$ cat config.mk
export PLATFORM = sky130hd
export DESIGN_NAME = iter_shifter_flat
export DESIGN_NICKNAME = d
export VERILOG_FILES = /design/src/rtl/iter_shifter_pkg.sv /design/src/rtl/iter_shifter_if.sv /design/src/rtl/iter_shifter_shift_step.sv /design/src/rtl/iter_shifter.sv /design/src/flat_wrapper.sv
export SDC_FILE = /design/constraint.sdc
export NUM_CORES = 1
export LEC_CHECK = 0
export CORE_UTILIZATION = 45
export DETAILED_ROUTE_END_ITERATION = 16
export DONT_BUFFER_PORTS = 1
export SETUP_SLACK_MARGIN = 0.4
export SYNTH_ARGS = -nofsm -noshare
export SYNTH_HDL_FRONTEND = slang
export SYNTH_SLANG_ARGS = --single-unit
$ cat constraint.sdc
create_clock -name clk -period 1.7 [get_ports clk]
set_input_delay 0.255 -clock clk [delete_from_list [all_inputs] [get_ports clk]]
set_output_delay 0.255 -clock clk [all_outputs]
set_load 0.02 [all_outputs]
$ cat src/rtl/iter_shifter_pkg.sv
// shift_pkg: shared types for the iterative shifter.
//   shift_mode_e : shift modes as carried on in_mode
//   state_e      : sequencing states of iter_shifter
// Configuration macro ITER_SHIFTER_ROTATE_EN decides whether SH_ROL rotates
// (defined) or aliases SH_SLL (undefined); the encoding itself is fixed.
package shift_pkg;

  typedef enum logic [1:0] {
    SH_SLL = 2'b00,
    SH_SRL = 2'b01,
    SH_SRA = 2'b10,
    SH_ROL = 2'b11
  } shift_mode_e;

  typedef enum logic [1:0] {
    ST_IDLE  = 2'b00,
    ST_SHIFT = 2'b01,
    ST_DONE  = 2'b10
  } state_e;

endpackage

$ cat src/rtl/iter_shifter_if.sv
// iter_shifter_if: request/result handshake bundle for iter_shifter.
//   in_valid/in_ready   request handshake (operand, shift amount, mode)
//   out_valid/out_ready result handshake (out_data)
//   busy                shifter is working on or holding a request
// master: request source / result consumer.  slave: the shifter.
interface iter_shifter_if #(
  parameter int WIDTH = 32
) ();
  localparam int SHAMT_W = $clog2(WIDTH);

  logic               in_valid;
  logic               in_ready;
  logic [WIDTH-1:0]   in_data;
  logic [SHAMT_W-1:0] in_shamt;
  logic [1:0]         in_mode;
  logic               out_valid;
  logic               out_ready;
  logic [WIDTH-1:0]   out_data;
  logic               busy;

  modport master (
    output in_valid, in_data, in_shamt, in_mode, out_ready,
    input  in_ready, out_valid, out_data, busy
  );

  modport slave (
    input  in_valid, in_data, in_shamt, in_mode, out_ready,
    output in_ready, out_valid, out_data, busy
  );
endinterface

$ cat src/rtl/iter_shifter_shift_step.sv
// shift_step: combinational single step of the iterative shifter.
//   data   in   WIDTH      working value
//   amt    in   AMT_W      positions to shift this step, 0..STEP
//   mode   in   2          shift mode (shift_mode_e)
//   fill   in   1          bit shifted in for SRA
//   result out  WIDTH      shifted value
// Macro ITER_SHIFTER_ROTATE_EN: when undefined, SH_ROL falls into the SLL
// branch and no rotate path exists.
module shift_step
  import shift_pkg::*;
#(
  parameter int WIDTH = 32,
  parameter int STEP  = 1,
  localparam int AMT_W = $clog2(STEP + 1)
) (
  input  logic [WIDTH-1:0] data,
  input  logic [AMT_W-1:0] amt,
  input  shift_mode_e      mode,
  input  logic             fill,
  output logic [WIDTH-1:0] result
);

  // One candidate per amount 1..STEP; amt==0 passes data through.
  always_comb begin
    result = data;
    for (int k = 1; k <= STEP; k++) begin
      if (amt == AMT_W'(k)) begin
        case (mode)
          SH_SRL: result = data >> k;
          // Fill mask: top k bits set to the sign; k==WIDTH gives all-fill.
          SH_SRA: result = ({WIDTH{fill}} << (WIDTH - k)) | (data >> k);
`ifdef ITER_SHIFTER_ROTATE_EN
          SH_ROL: result = (data << k) | (data >> (WIDTH - k));
`endif
          default: result = data << k;
        endcase
      end
    end
  end

endmodule

$ cat src/rtl/iter_shifter.sv
// iter_shifter: multi-cycle shifter, up to STEP bit positions per clock.
//   clk    in   system clock, rising edge
//   rst_n  in   asynchronous active-low reset
//   bus    slave modport of iter_shifter_if (request/result handshakes, busy)
// Parameters: WIDTH (power of two, >= 4), STEP (power of two, <= WIDTH).
// Macro ITER_SHIFTER_ROTATE_EN enables rotate-left for mode 11; otherwise
// mode 11 behaves as SLL.
//
// state    | meaning
// ST_IDLE  | waiting for a request, in_ready high
// ST_SHIFT | shifting the working register, rem counts down to 0
// ST_DONE  | result on out_data, waiting for out_ready
module iter_shifter
  import shift_pkg::*;
#(
  parameter int WIDTH = 32,
  parameter int STEP  = 1
) (
  input logic         clk,
  input logic         rst_n,
  iter_shifter_if.slave bus
);
  localparam int SHAMT_W = $clog2(WIDTH);
  localparam int AMT_W   = $clog2(STEP + 1);

  state_e             state_q, state_d;
  logic [SHAMT_W-1:0] rem_q, rem_d;
  logic [WIDTH-1:0]   data_q, data_d;
  shift_mode_e        mode_q, mode_d;
  logic               sign_q, sign_d;
  logic [AMT_W-1:0]   step_amt;
  logic [WIDTH-1:0]   step_res;

  // s = min(STEP, rem); compare in int so STEP==WIDTH does not overflow SHAMT_W.
  always_comb begin
    if (int'(rem_q) < STEP) step_amt = AMT_W'(rem_q);
    else                    step_amt = AMT_W'(STEP);
  end

  shift_step #(
    .WIDTH (WIDTH),
    .STEP  (STEP)
  ) u_step (
    .data   (data_q),
    .amt    (step_amt),
    .mode   (mode_q),
    .fill   (sign_q),
    .result (step_res)
  );

  always_comb begin
    state_d = state_q;
    rem_d   = rem_q;
    data_d  = data_q;
    mode_d  = mode_q;
    sign_d  = sign_q;
    case (state_q)
      ST_IDLE: begin
        if (bus.in_valid && bus.in_ready) begin
          data_d  = bus.in_data;
          mode_d  = shift_mode_e'(bus.in_mode);
          sign_d  = bus.in_data[WIDTH-1];
          rem_d   = bus.in_shamt;
          state_d = (bus.in_shamt == '0) ? ST_DONE : ST_SHIFT;
        end
      end
      ST_SHIFT: begin
        data_d = step_res;
        rem_d  = rem_q - SHAMT_W'(step_amt);
        if (rem_q == SHAMT_W'(step_amt)) state_d = ST_DONE;
      end
      ST_DONE: begin
        if (bus.out_ready) state_d = ST_IDLE;
      end
      default: state_d = ST_IDLE;
    endcase
  end

  always_ff @(posedge clk or negedge rst_n) begin
    if (!rst_n) begin
      state_q <= ST_IDLE;
      rem_q   <= '0;
      data_q  <= '0;
      mode_q  <= SH_SLL;
      sign_q  <= 1'b0;
    end else begin
      state_q <= state_d;
      rem_q   <= rem_d;
      data_q  <= data_d;
      mode_q  <= mode_d;
      sign_q  <= sign_d;
    end
  end

  assign bus.in_ready  = rst_n & (state_q == ST_IDLE);
  assign bus.out_valid = (state_q == ST_DONE);
  assign bus.busy      = (state_q != ST_IDLE);
  assign bus.out_data  = data_q;

endmodule
$ cat src/flat_wrapper.sv
// flat-port wrapper written by rule: the top's interface ports become plain ports
module iter_shifter_flat import shift_pkg::*;
#(
  parameter int WIDTH = 32,
  parameter int STEP  = 1
)
  (clk, rst_n, bus_in_valid, bus_in_data, bus_in_shamt, bus_in_mode, bus_out_ready, bus_in_ready, bus_out_valid, bus_out_data, bus_busy);
  iter_shifter_if #(.WIDTH(WIDTH)) bus_i ();
  input logic clk;
  input logic rst_n;
  input wire logic [$bits(bus_i.in_valid)-1:0] bus_in_valid;
  input wire logic [$bits(bus_i.in_data)-1:0] bus_in_data;
  input wire logic [$bits(bus_i.in_shamt)-1:0] bus_in_shamt;
  input wire logic [$bits(bus_i.in_mode)-1:0] bus_in_mode;
  input wire logic [$bits(bus_i.out_ready)-1:0] bus_out_ready;
  output wire logic [$bits(bus_i.in_ready)-1:0] bus_in_ready;
  output wire logic [$bits(bus_i.out_valid)-1:0] bus_out_valid;
  output wire logic [$bits(bus_i.out_data)-1:0] bus_out_data;
  output wire logic [$bits(bus_i.busy)-1:0] bus_busy;
  assign bus_i.in_valid = bus_in_valid;
  assign bus_i.in_data = bus_in_data;
  assign bus_i.in_shamt = bus_in_shamt;
  assign bus_i.in_mode = bus_in_mode;
  assign bus_i.out_ready = bus_out_ready;
  assign bus_in_ready = bus_i.in_ready;
  assign bus_out_valid = bus_i.out_valid;
  assign bus_out_data = bus_i.out_data;
  assign bus_busy = bus_i.busy;
  iter_shifter #(.WIDTH(WIDTH), .STEP(STEP)) u_core (.clk(clk), .rst_n(rst_n), .bus(bus_i));
endmodule
==> impl_results.md <==
- LEAKAGE: about 1.4 nW
- Setup WS post-layout: about 110 ps
- FMAX: about 630 MHz
- Clock slew at reported path FFs: around 80 ps
- Sw power: between 4 and 5 mW
- Sum Neg Setup Slack: 0 ps
- Post-synthesis sequential area ratio: a little under half
- Mux contribution to synthesized area: less than 1%
- Die Height: 72.94 microns
- Most frequent cells in the layout: dfrtp_1 (40), and3_1 (30), a21oi_1 (28)
- Vias in the first global route: about 2.1k
- Critical Path AT: around 1800 ps
- Cell area power density: between 2000 and 3000 nW/um^2
- Largest family of logic cells by synthesized area: compound AO/OA/AOI/OAI gates
- Fin. max-slew vios: 0
- Commonest non-fill, non-tap cell in the layout: dfrtp_1
- Worst skew pair latency: ~290 ps
- Clk Tree Root Cell: clkbuf_8
- Fin area: around 3200 sq um
- Total Routing Usage GR: 27.82%
- Multi-input gate area: about 1400 sq um
- WP depth: 7
- Clock sinks: 42
- Worst hold path depth: 2
- IO buf count: 0
- Initial core utilization: roughly 47%
- CTS Buffer Depth: 2
- # DRC: 0
- Status: complete, no violations
- Final global-route overflow total: 0
- CP top delay family: buffers and inverters
- Via count: about 2.2k
- Sw frac: between 40% and 50%
- Initial antenna violation count: 0
- Floorplan Core Area: 4786 sq um
- Largest net degree at the start of global routing: 43
- R2R depth: 7
- Worst stage delay on the critical path: 420 ps
- Final worst path period share: 93.60%
- Gate power share: 60.1%
- Post-synth EDFFs: 0
- Synth async-reset ratio: 100.0%
- Critical path launch point type: register
- Clock share of power: between 7 and 8%
- Maximum vdd drop: 1.320 mV
- Tot Pwr: 8.571 mW
- Clock tree from TritonCTS: built
- Synth Instances: about 250
- Adder-cell share of the synthesized area: 1.657%
- Worst setup EP type: register
- Vias/cell: 6.311
- Sequential power share: 32.3%
- Worst Path Max Fanout: 6
- Share of post-route cells with drive strength above 1: between 40% and 50%
- Worst hold margin: 74.53 ps
- Mapped Area: ~2300 sq um
- Max-Cap Viols: 0
- Fillers: around 370
- Yosys warnings: 0
- Antenna cells: 0
- Final setup viols: 0
- Path type of the worst setup path: reg -> reg
- Synth top area share: between 40% and 50%
- Detailed Route Iter0 Violations: 140
- Synth Area in Compound Gates: around 25%
- Total Routed Length: about 7500 microns
- Reg area: roughly 1100 sq um
- Post-Synth Simple-Gate Area: 21.05%
- Final ANT Viol Nets: 0
- Min Tclk post-route: around 1600 ps
- Hpwl dp: ~3700 microns
- Worst hold path type: in -> reg
- Nets: 324
- Post-place instance area: roughly 2400 sq um
- Synth cell types: 31
- RD Place Congestion: about 0.77
- DRT Pass-1 Iters: 4
- Routed wire per std cell: roughly 22 microns
- Die Width: approximately 73 microns
- H-tree depth: 2
- Critical path, cell by cell: nor4_4 > buf_4 > a211oi_4 > buf_6 > buf_12 > o211ai_1 > o21ai_2
- Slew at the pin closest to its max-slew limit: between 300 and 400 ps
- Avg Cell Area, Syn: approximately 9.1 sq um
- Slowest CP cell: dfrtp_1
- Syn_nets: 294
- Final Hold Vio Count: 0
- Largest cells by area after synthesis: dfrtp_1 (46%), a221oi_1 (12%), and3_1 (8.6%)
- Area growth syn-to-layout: 42.65%
- Setup slack at placement: -448.2 ps
- Die area: approximately 5300 sq um
- Post-synth top area cell: dfrtp_1
- RSZ-0062 raised after global routing: yes
- Crit path required time: about 1900 ps
- # IOs: 78
- Post-synth top flop: dfrtp_1
- Worst Path Buf+Inv: 3
- Row count: 25
- Max-slew headroom: ~73%
- P_int: between 4 and 5 mW
- Synthesized flop and latch total: 42
- Num CTS Buffers: 5
- Synth Area in XOR/XNOR: 0%
- Clk_skew: between 4 and 5 ps
- Global-route wire length before repair: 11230 microns
==> state kept, by name, summed over array words and instances (netlist names) <==
| signal | cells |
|---|---|
| u_core.bus.out_data | 32 |
| u_core.rem_q | 5 |
| u_core.sign_q | 1 |
| u_core.state_q | 2 |
| u_core.mode_q | 2 |
==> cells in the mapped netlist (2+ instances only) <==
cell	n
nor3_1	4
nand2_1	8
o21ai_0	5
o211ai_1	2
clkbuf_1	8
a21oi_1	36
dfrtp_1	42
and3_1	31
a22oi_1	2
nor2_1	40
inv_1	6
nor2b_1	3
a221oi_1	30
ha_1	3
buf_2	12
==> per-stage QoR <==
| stage | cells | utilization, % |
|---|---|---|
| 6_report | 344 | 67.50 |
| 5_1_grt | 344 | 67.50 |
| 4_1_cts | 334 | 62.01 |
| 3_5_place_dp | 304 | 50.04 |
| 3_3_place_gp | 304 | 50.04 |
| 2_1_floorplan | 248 | - |
==> cell type report <==
type,instances,area share (%)
flip-flops and latches,42,32.61
multi-input cells,180,44.81
well taps,67,2.595
repair buffers,43,16.73
inverters,6,0.6971
clock buffers,6,2.556
==> power groups by stage <==
stage / registers, mW / clock network [mW] / logic [mW]
after floorplan: 2.49 / 0 / 2.62
after CTS: 2.69 / 0.661 / 4.44
after detailed placement: 2.68 / 0 / 3.05
final: 2.77 / 0.658 / 5.15
after global routing: 2.83 / 0.700 / 5.54
after global placement: 2.68 / 0 / 2.99
==> kinds of logic (layout without fill, tap and decap cells) <==
logic type	after synthesis	after routing
DFF	42	42
muxes	1	1
AOI/OAI and AO/OA	82	82
adders and majority gates	3	3
and+or+nand+nor	93	94
buffers and inverters	27	55
==> worst paths after layout <==
path / slack [ps] / start / to
max: 110 / u_core.rem_q[1]$_DFFE_PN0P_ / u_core.bus.out_data[31]$_DFFE_PN0P_
min: 70 / bus_in_shamt[1] / u_core.rem_q[1]$_DFFE_PN0P_
max reg2reg: 110 / u_core.rem_q[1]$_DFFE_PN0P_ / u_core.bus.out_data[31]$_DFFE_PN0P_
min reg2reg: 550 / u_core.sign_q$_DFFE_PN0P_ / u_core.sign_q$_DFFE_PN0P_
max in group asynchronous: 1000 / rst_n / u_core.state_q[0]$_DFFE_PN0P_
min in group asynchronous: 460 / rst_n / u_core.bus.out_data[15]$_DFFE_PN0P_
==> layer usage <==
| layer | up-vias | track usage (%) | wire length, microns |
|---|---|---|---|
| li1 | 992 | - | - |
| met1 | 1082 | 39.40 | 3289 |
| met2 | 87 | 44.03 | 3627 |
| met3 | 10 | 6.215 | 459 |
| met4 | 0 | 5.447 | 97 |
| met5 | - | 0 | 0 |
==> what timing repair did <==
| action | CTS | global route |
|---|---|---|
| endpoints found under the setup margin | 44 | 45 |
| hold buffers | 2 | 0 |
| setup buffers | 18 | 8 |
| gates cloned | 4 | 2 |
| resized for setup | 55 | 44 |
| pin swaps | 15 | 14 |
| endpoints found under the hold margin | 42 | 0 |
(Power assumes the default switching activity.)
